File: src/rtl/gpio_pad_ctrl.sv
// Memory-mapped GPIO block: output/direction/edge-interrupt registers, input synchronizer
// and a per-bit HIZ/ARM/DRIVE sequencer so pad data settles before the buffer drives.
module gpio_pad_ctrl #(
  parameter int unsigned WIDTH = 16
) (
  input  logic             clk,
  input  logic             resetn,
  input  logic             iomem_valid,
  output logic             iomem_ready,
  input  logic [4:0]       iomem_addr,
  input  logic [3:0]       iomem_wstrb,
  input  logic [31:0]      iomem_wdata,
  output logic [31:0]      iomem_rdata,
  output logic [WIDTH-1:0] pad_a,
  output logic [WIDTH-1:0] pad_en_n,
  input  logic [WIDTH-1:0] pad_y,
  output logic             irq
);

  typedef enum logic [1:0] {StHiz, StArm, StDrive} pad_st_e;

  logic [WIDTH-1:0] out_q, dir_q, dir_d, irq_en_q, stat_q, stat_d, edge_q;
  logic [WIDTH-1:0] sync1_q, sync2_q, sync3_q, hit, clr;
  logic [WIDTH-1:0] en_n_q;
  logic [2:0]       prime_q;
  logic             ready_q, irq_q;
  logic [31:0]      rdata_q, rd_val, mask;
  logic [2:0]       sel;
  logic             access, wr, rd;
  logic             unused_addr;
  pad_st_e          st_q [WIDTH];
  pad_st_e          st_d [WIDTH];

  function automatic logic [WIDTH-1:0] merge(input logic [WIDTH-1:0] old,
                                             input logic [31:0] m, input logic [31:0] d);
    return WIDTH'((32'(old) & ~m) | (d & m));
  endfunction

  assign unused_addr = ^iomem_addr[1:0];
  assign sel         = iomem_addr[4:2];
  // A new access starts only when the previous completion pulse has ended.
  assign access      = iomem_valid & ~ready_q;
  assign wr          = access & (|iomem_wstrb);
  assign rd          = access & ~(|iomem_wstrb);
  assign mask        = {{8{iomem_wstrb[3]}}, {8{iomem_wstrb[2]}},
                        {8{iomem_wstrb[1]}}, {8{iomem_wstrb[0]}}};
  assign clr         = (wr && sel == 3'd4) ? WIDTH'(iomem_wdata & mask) : '0;

  // Edges are ignored until the third stage holds a genuine sample after reset.
  assign hit = {WIDTH{prime_q[2]}} &
               ((sync2_q & ~sync3_q & edge_q) | (~sync2_q & sync3_q & ~edge_q));

  always_comb begin
    dir_d  = (wr && sel == 3'd1) ? merge(dir_q, mask, iomem_wdata) : dir_q;
    stat_d = (stat_q & ~clr) | hit;
  end

  always_comb begin
    rd_val = '0;
    case (sel)
      3'd0:    rd_val = 32'(out_q);
      3'd1:    rd_val = 32'(dir_q);
      3'd2:    rd_val = 32'(sync2_q);
      3'd3:    rd_val = 32'(irq_en_q);
      3'd4:    rd_val = 32'(stat_q);
      3'd5:    rd_val = 32'(edge_q);
      default: rd_val = '0;
    endcase
  end

  // FSM steps on the incoming DIR value so a disable takes effect the cycle DIR updates.
  always_comb begin
    for (int i = 0; i < WIDTH; i++) begin
      st_d[i] = st_q[i];
      unique case (st_q[i])
        StHiz:   if (dir_d[i]) st_d[i] = StArm;
        StArm:   st_d[i] = dir_d[i] ? StDrive : StHiz;
        StDrive: if (!dir_d[i]) st_d[i] = StHiz;
        default: st_d[i] = StHiz;
      endcase
    end
  end

  always_ff @(posedge clk or negedge resetn) begin
    if (!resetn) begin
      for (int i = 0; i < WIDTH; i++) st_q[i] <= StHiz;
      en_n_q <= '1;
    end else begin
      for (int i = 0; i < WIDTH; i++) begin
        st_q[i]   <= st_d[i];
        en_n_q[i] <= (st_d[i] != StDrive);
      end
    end
  end

  always_ff @(posedge clk or negedge resetn) begin
    if (!resetn) begin
      out_q    <= '0;
      dir_q    <= '0;
      irq_en_q <= '0;
      stat_q   <= '0;
      edge_q   <= '0;
      sync1_q  <= '0;
      sync2_q  <= '0;
      sync3_q  <= '0;
      prime_q  <= '0;
      ready_q  <= 1'b0;
      rdata_q  <= '0;
      irq_q    <= 1'b0;
    end else begin
      ready_q <= access;
      rdata_q <= rd ? rd_val : '0;
      if (wr) begin
        case (sel)
          3'd0:    out_q    <= merge(out_q, mask, iomem_wdata);
          3'd3:    irq_en_q <= merge(irq_en_q, mask, iomem_wdata);
          3'd5:    edge_q   <= merge(edge_q, mask, iomem_wdata);
          default: ;
        endcase
      end
      dir_q   <= dir_d;
      stat_q  <= stat_d;
      irq_q   <= |(stat_q & irq_en_q);
      sync1_q <= pad_y;
      sync2_q <= sync1_q;
      sync3_q <= sync2_q;
      prime_q <= {prime_q[1:0], 1'b1};
    end
  end

  assign iomem_ready = ready_q;
  assign iomem_rdata = rdata_q;
  assign pad_a       = out_q;
  assign pad_en_n    = en_n_q;
  assign irq         = irq_q;

endmodule

File: config.mk
export PLATFORM = sky130hd
export DESIGN_NAME = gpio_pad_ctrl
export DESIGN_NICKNAME = d
export VERILOG_FILES = /design/src/rtl/gpio_pad_ctrl.sv
export SDC_FILE = /design/constraint.sdc
export NUM_CORES = 1
export LEC_CHECK = 0
export ABC_AREA = 1
export BUFFER_PORTS_ARGS = -buffer_cell sky130_fd_sc_hd__buf_2
export CAP_MARGIN = 40
export CORE_ASPECT_RATIO = 0.9
export CORE_MARGIN = 10
export CORE_UTILIZATION = 35
export DETAILED_ROUTE_END_ITERATION = 10
export GPL_TIMING_DRIVEN = 0
export SLEW_MARGIN = 20
export SYNTH_ARGS = -nofsm -noshare
export SYNTH_HDL_FRONTEND = slang
export SYNTH_SLANG_ARGS = --single-unit
File: constraint.sdc
create_clock -name clk -period 2.7 [get_ports clk]
set_input_delay 0.81 -clock clk [delete_from_list [all_inputs] [get_ports clk]]
set_output_delay 0.81 -clock clk [all_outputs]
set_load 0.01 [all_outputs]
# After elaboration in Yosys (flattened, before gate mapping)

Cells that the tools add are included.

Output and inout bits: 66
Logic and storage cells: 202
Memories: 0
Input bits: 60
Latch bits: 0
Memory bits (writable): 0
Register bits: 213
ROM bits: 0

Shift-type cells: 0
$mul: 0
Magnitude comparators: 0
Div/mod/pow operators: 0
Equal/unequal tests: 53
$add $sub $neg: 0
Bitwise gates (word level): 28
Mux-type cells: 68
Reduce and logical (&&, ||, !) cells: 24

Operators by type and width:

| kind                 | number |
|---|---|
| $and A16 B16 Y16     | 12 |
| $mux W2              | 48 |
| $or A16 B16 Y16      | 6 |
| $pmux W16 S6         | 1 |
| $pmux W2 S3          | 16 |
| $not A16 Y16         | 5 |
| $eq A2 B1 Y1 const B | 16 |
| $eq A2 B2 Y1 const B | 16 |
| $logic_not A2 Y1     | 16 |
| $mux W16             | 2 |
| $mux W32             | 1 |
| $ne A2 B2 Y1 const B | 16 |
| $reduce_or A16 Y1    | 1 |
| $eq A3 B2 Y1 const B | 2 |
| $eq A3 B3 Y1 const B | 2 |
| $reduce_and A2 Y1    | 3 |
| $reduce_or A4 Y1     | 1 |
| $and A1 B1 Y1        | 3 |
| $eq A3 B1 Y1 const B | 1 |
| $logic_not A3 Y1     | 1 |
| $logic_and A1 B1 Y1  | 2 |
| $not A1 Y1           | 2 |

# Depth between registers and ports, before layout

Depth after elaboration: 8
Gate-level depth with buffers: 9
Mapped depth without buffers: 7

# Least setup slack after synthesis

OpenSTA, ideal clock, no wires.

Path type: input -> register
Start point: input iomem_addr[4]
End point: register st_q[13] in the netlist's numbering
Setup time: 0.115 ns
Required time: 2.585 ns
Buffers on the path: 2
Cell stages on the path: 8
Arrival time: 1.679 ns
Setup slack: 0.906 ns
Path through: buf_4 -> inv_2 -> nand3_1 -> nor2_4 -> buf_4 -> nand2_1 -> nand2_2 -> nor2_1

RTL lines:

| what                          | RTL line | text |
|---|---|---|
| start, declared               | 10       | `input logic [4:0] iomem_addr,` |
| end signal, assigned by index | 90       | `st_q[i] <= st_d[i];` |
| end, declared                 | 31       | `pad_st_e st_q [WIDTH];` |

# Worst setup path after layout

Start point: input iomem_wstrb[3]
End point: register rdata_q[14], in the netlist iomem_rdata[14]

Longest elaborated chain between the ends: 4

Ends and longest elaborated chain:

| what                 | RTL line | text |
|---|---|---|
| start, declared      | 11       | `input logic [3:0] iomem_wstrb,` |
| $reduce_or A4 Y1     | 44       | `assign rd = access & ~(\|iomem_wstrb);` |
| $not A1 Y1           | 44       |  |
| $and A1 B1 Y1        | 44       |  |
| $mux W32             | 112      | `rdata_q <= rd ? rd_val : '0;` |
| end signal, assigned | 112      |  |
| end, declared        | 27       | `logic [31:0] rdata_q, rd_val, mask;` |

No other way between the ends.
A chain may end at the register's enable or synchronous reset.

==> impl_results.md <==
* Dpl cells at 1,440
* Cell family with most CP delay: simple AND/OR/NAND/NOR gates
* All-Layer GR Usage at 15.6%
* CTS max path bufs at 2
* CP bufs+invs at 2
* Synth top area share at 51.6%
* # nets final at 1,183
* Top Layer Used: met4
* Top cells by area, synth: dfrtp_1 (52%), nand2_1 (15%), dfstp_2 (4.8%)
* Final Hold Vio Count at 0
* Synth area leader: dfrtp_1
* Register-to-Register Path Depth at 4
* Die W at 187 µm
* Antenna viol nets, final at 0
* Fin crit share at 72.0%
* Largest net degree at the start of global routing at 85
* Via-to-Cell Ratio at 4.66
* TritonRoute pass-1 iters at 5
* Fin cells at 1,473
* Hpwl dp at 18.4 mm
* CTS tree: yes
* Share of cells above drive strength 1 at 20.0%
* Outcome: complete, no violations
* Relative slew margins at 56.0%
* Initial Util at 35.9%
* Main synth FF type: dfrtp_1
* Cells after Synth at 999
* RR Endpoint: iomem_rdata[14]$_DFF_PN0_
* Post-synth EDFFs at 0
* Worst setup EP type: flip-flop
* Pwr per Cell Area at 808 nW/µm²
* #FFs+latches synth at 197
* Ys async rst share at 100%
* Layout Skew at 0.0145 ns
* Setup ws final at 0.755 ns
* Post-synthesis cell area at 8780 µm²
* DR vias at 6,857
* Kind of critical path: primary input to flip-flop
* R2r setup slk at 0.87 ns
* Unique masters post-synth at 26
* Max Cap Violations at 0
* Number of global-route vias before repair at 6,737
* Clock Tree Root: clkbuf_16
* Final Total Pwr at 8.35 mW
* DR WL met2 at 10.7 mm
* Final core occ at 42.2%
* Setup Buffers After CTS at 0
* CP max stage cell: nand3_1
* Initial antenna violation count at 1
* PortBufs at 88
* Layout area overhead at 17.6%
* Worst-Margin Slew at 0.660 ns
* Tmin final at 1.94 ns
* DRC Markers at 0
* Post-synthesis sequential area ratio at 56.4%
* FP Rows at 54
* Arrival @ worst endpoint at 2.28 ns
* Vert. Die Dim at 170 µm
* Pleak at 5.39 nW
* # resized after CTS at 0
* Top cells by count, synth: nand2_1 (343), dfrtp_1 (181), inv_1 (99)
* 1st-iter DRT viols at 680
* VDD IR max at 0.000371 V
* Post-DR wirelength/cell at 16.8 µm
* Worst skew pair latency at 0.44 ns
* Final Max Tran Viols at 0
* Hold buffers post-CTS at 0
* Top achievable clock speed at 0.514 GHz
* H-tree depth at 4
* Die area at 31,800 µm²
* HP Class: primary input to async pin
* Synth Area per Inst at 8.79 µm²
* Max stage delay on crit path at 0.42 ns
* IO Count at 126
* GRT overflow at 0
* Setup-failing EPs final at 0
* Worst hold slack at 0.299 ns
* WL met3 at 1.80 mm
* CP Cell Sequence: buf_2, nor2_1, nand3_1, clkbuf_1, a21oi_1
* Wl on met1 at 11.9 mm
* Critical-path maximum fanout at 10
* Area of the core at 24,500 µm²
* Drt total wl at 24.8 mm
* RR Startpoint: iomem_ready$_DFF_PN0_
* Placer Congestion at 0.929
* CTS buffer count at 17
* Clock Sinks at 197
* Clk pin slew, worst setup/hold paths at 0.08 ns
* Place WS at 0.327 ns
* Worst Setup Start Kind: primary input
* RSZ-0062 raised after global routing: no
* Worst EP required at 3.04 ns
* Most common cell in the netlist: nand2_1
* Global-route wire length before repair at 38.7 mm
* Synth warnings at 0
## per-layer routing
layer / GRT usage (%) / vias up
met2: 23.3 / 222
met3: 4.11 / 27
li1: - / 3366
met4: 4.66 / 0
met1: 21.8 / 3242
met5: 0 / -
## cells in the final DEF, fill, tap and decap left out, drive strengths merged
cell type,instances
nand3b,31
inv,107
clkinv,5
bufinv,1
nand4,56
a21oi,47
conb,17
o21a,1
nor3,6
nand2,373
dfstp,16
buf,136
dfrtp,181
nand3,38
clkinvlp,1
o21ai,16
nor2,79
diode,1
clkbuf,25
## power by group
part	switching [mW]	leakage, nW	internal, mW	total, mW
logic	1.08	2.78	0.719	1.80
clock network	1.18	0.279	1.31	2.49
registers	0.385	2.33	3.67	4.05
total	2.65	5.39	5.70	8.35
## cell type report
| cell class | count | area (µm²) |
|---|---|---|
| fillers | 2543 | 14100 |
| flip-flops and latches | 197 | 4950 |
| multi-input cells | 664 | 3170 |
| repair buffers | 90 | 505 |
| clock buffers | 19 | 443 |
| well taps | 336 | 420 |
| inverters | 101 | 384 |
| plain buffers | 52 | 327 |
| clock inverters | 13 | 119 |
| diodes | 1 | 2.50 |
## worst max-delay path by stage
stage / end / depth (start not counted) / start
2_1_floorplan: st_q[13]$_DFF_PN0_ / 8 / iomem_addr[4]
3_3_place_gp: iomem_ready$_DFF_PN0_ / 1 / resetn
3_5_place_dp: iomem_rdata[14]$_DFF_PN0_ / 5 / iomem_wstrb[3]
4_1_cts: pad_en_n[1] / 1 / pad_en_n[1]$_DFF_PN1_
5_1_grt: iomem_rdata[6]$_DFF_PN0_ / 5 / iomem_wstrb[3]
6_report: iomem_rdata[14]$_DFF_PN0_ / 5 / iomem_wstrb[3]
## cell families after synthesis
kind of cell	after synthesis	share of synthesized area, %
flops	197	56.4
compound gates	64	3.68
other cells	2	0.0856
buf+inv	153	8.10
simple gates	583	31.8
## metrics by stage
stage                     TNS, ns  area, µm²
final                           0      10300
after global routing            0      10300
after CTS                       0      10300
after detailed placement        0       9760
after global placement    -482.50       9700
after floorplan                 0       8830
(Power assumes the default switching activity.)
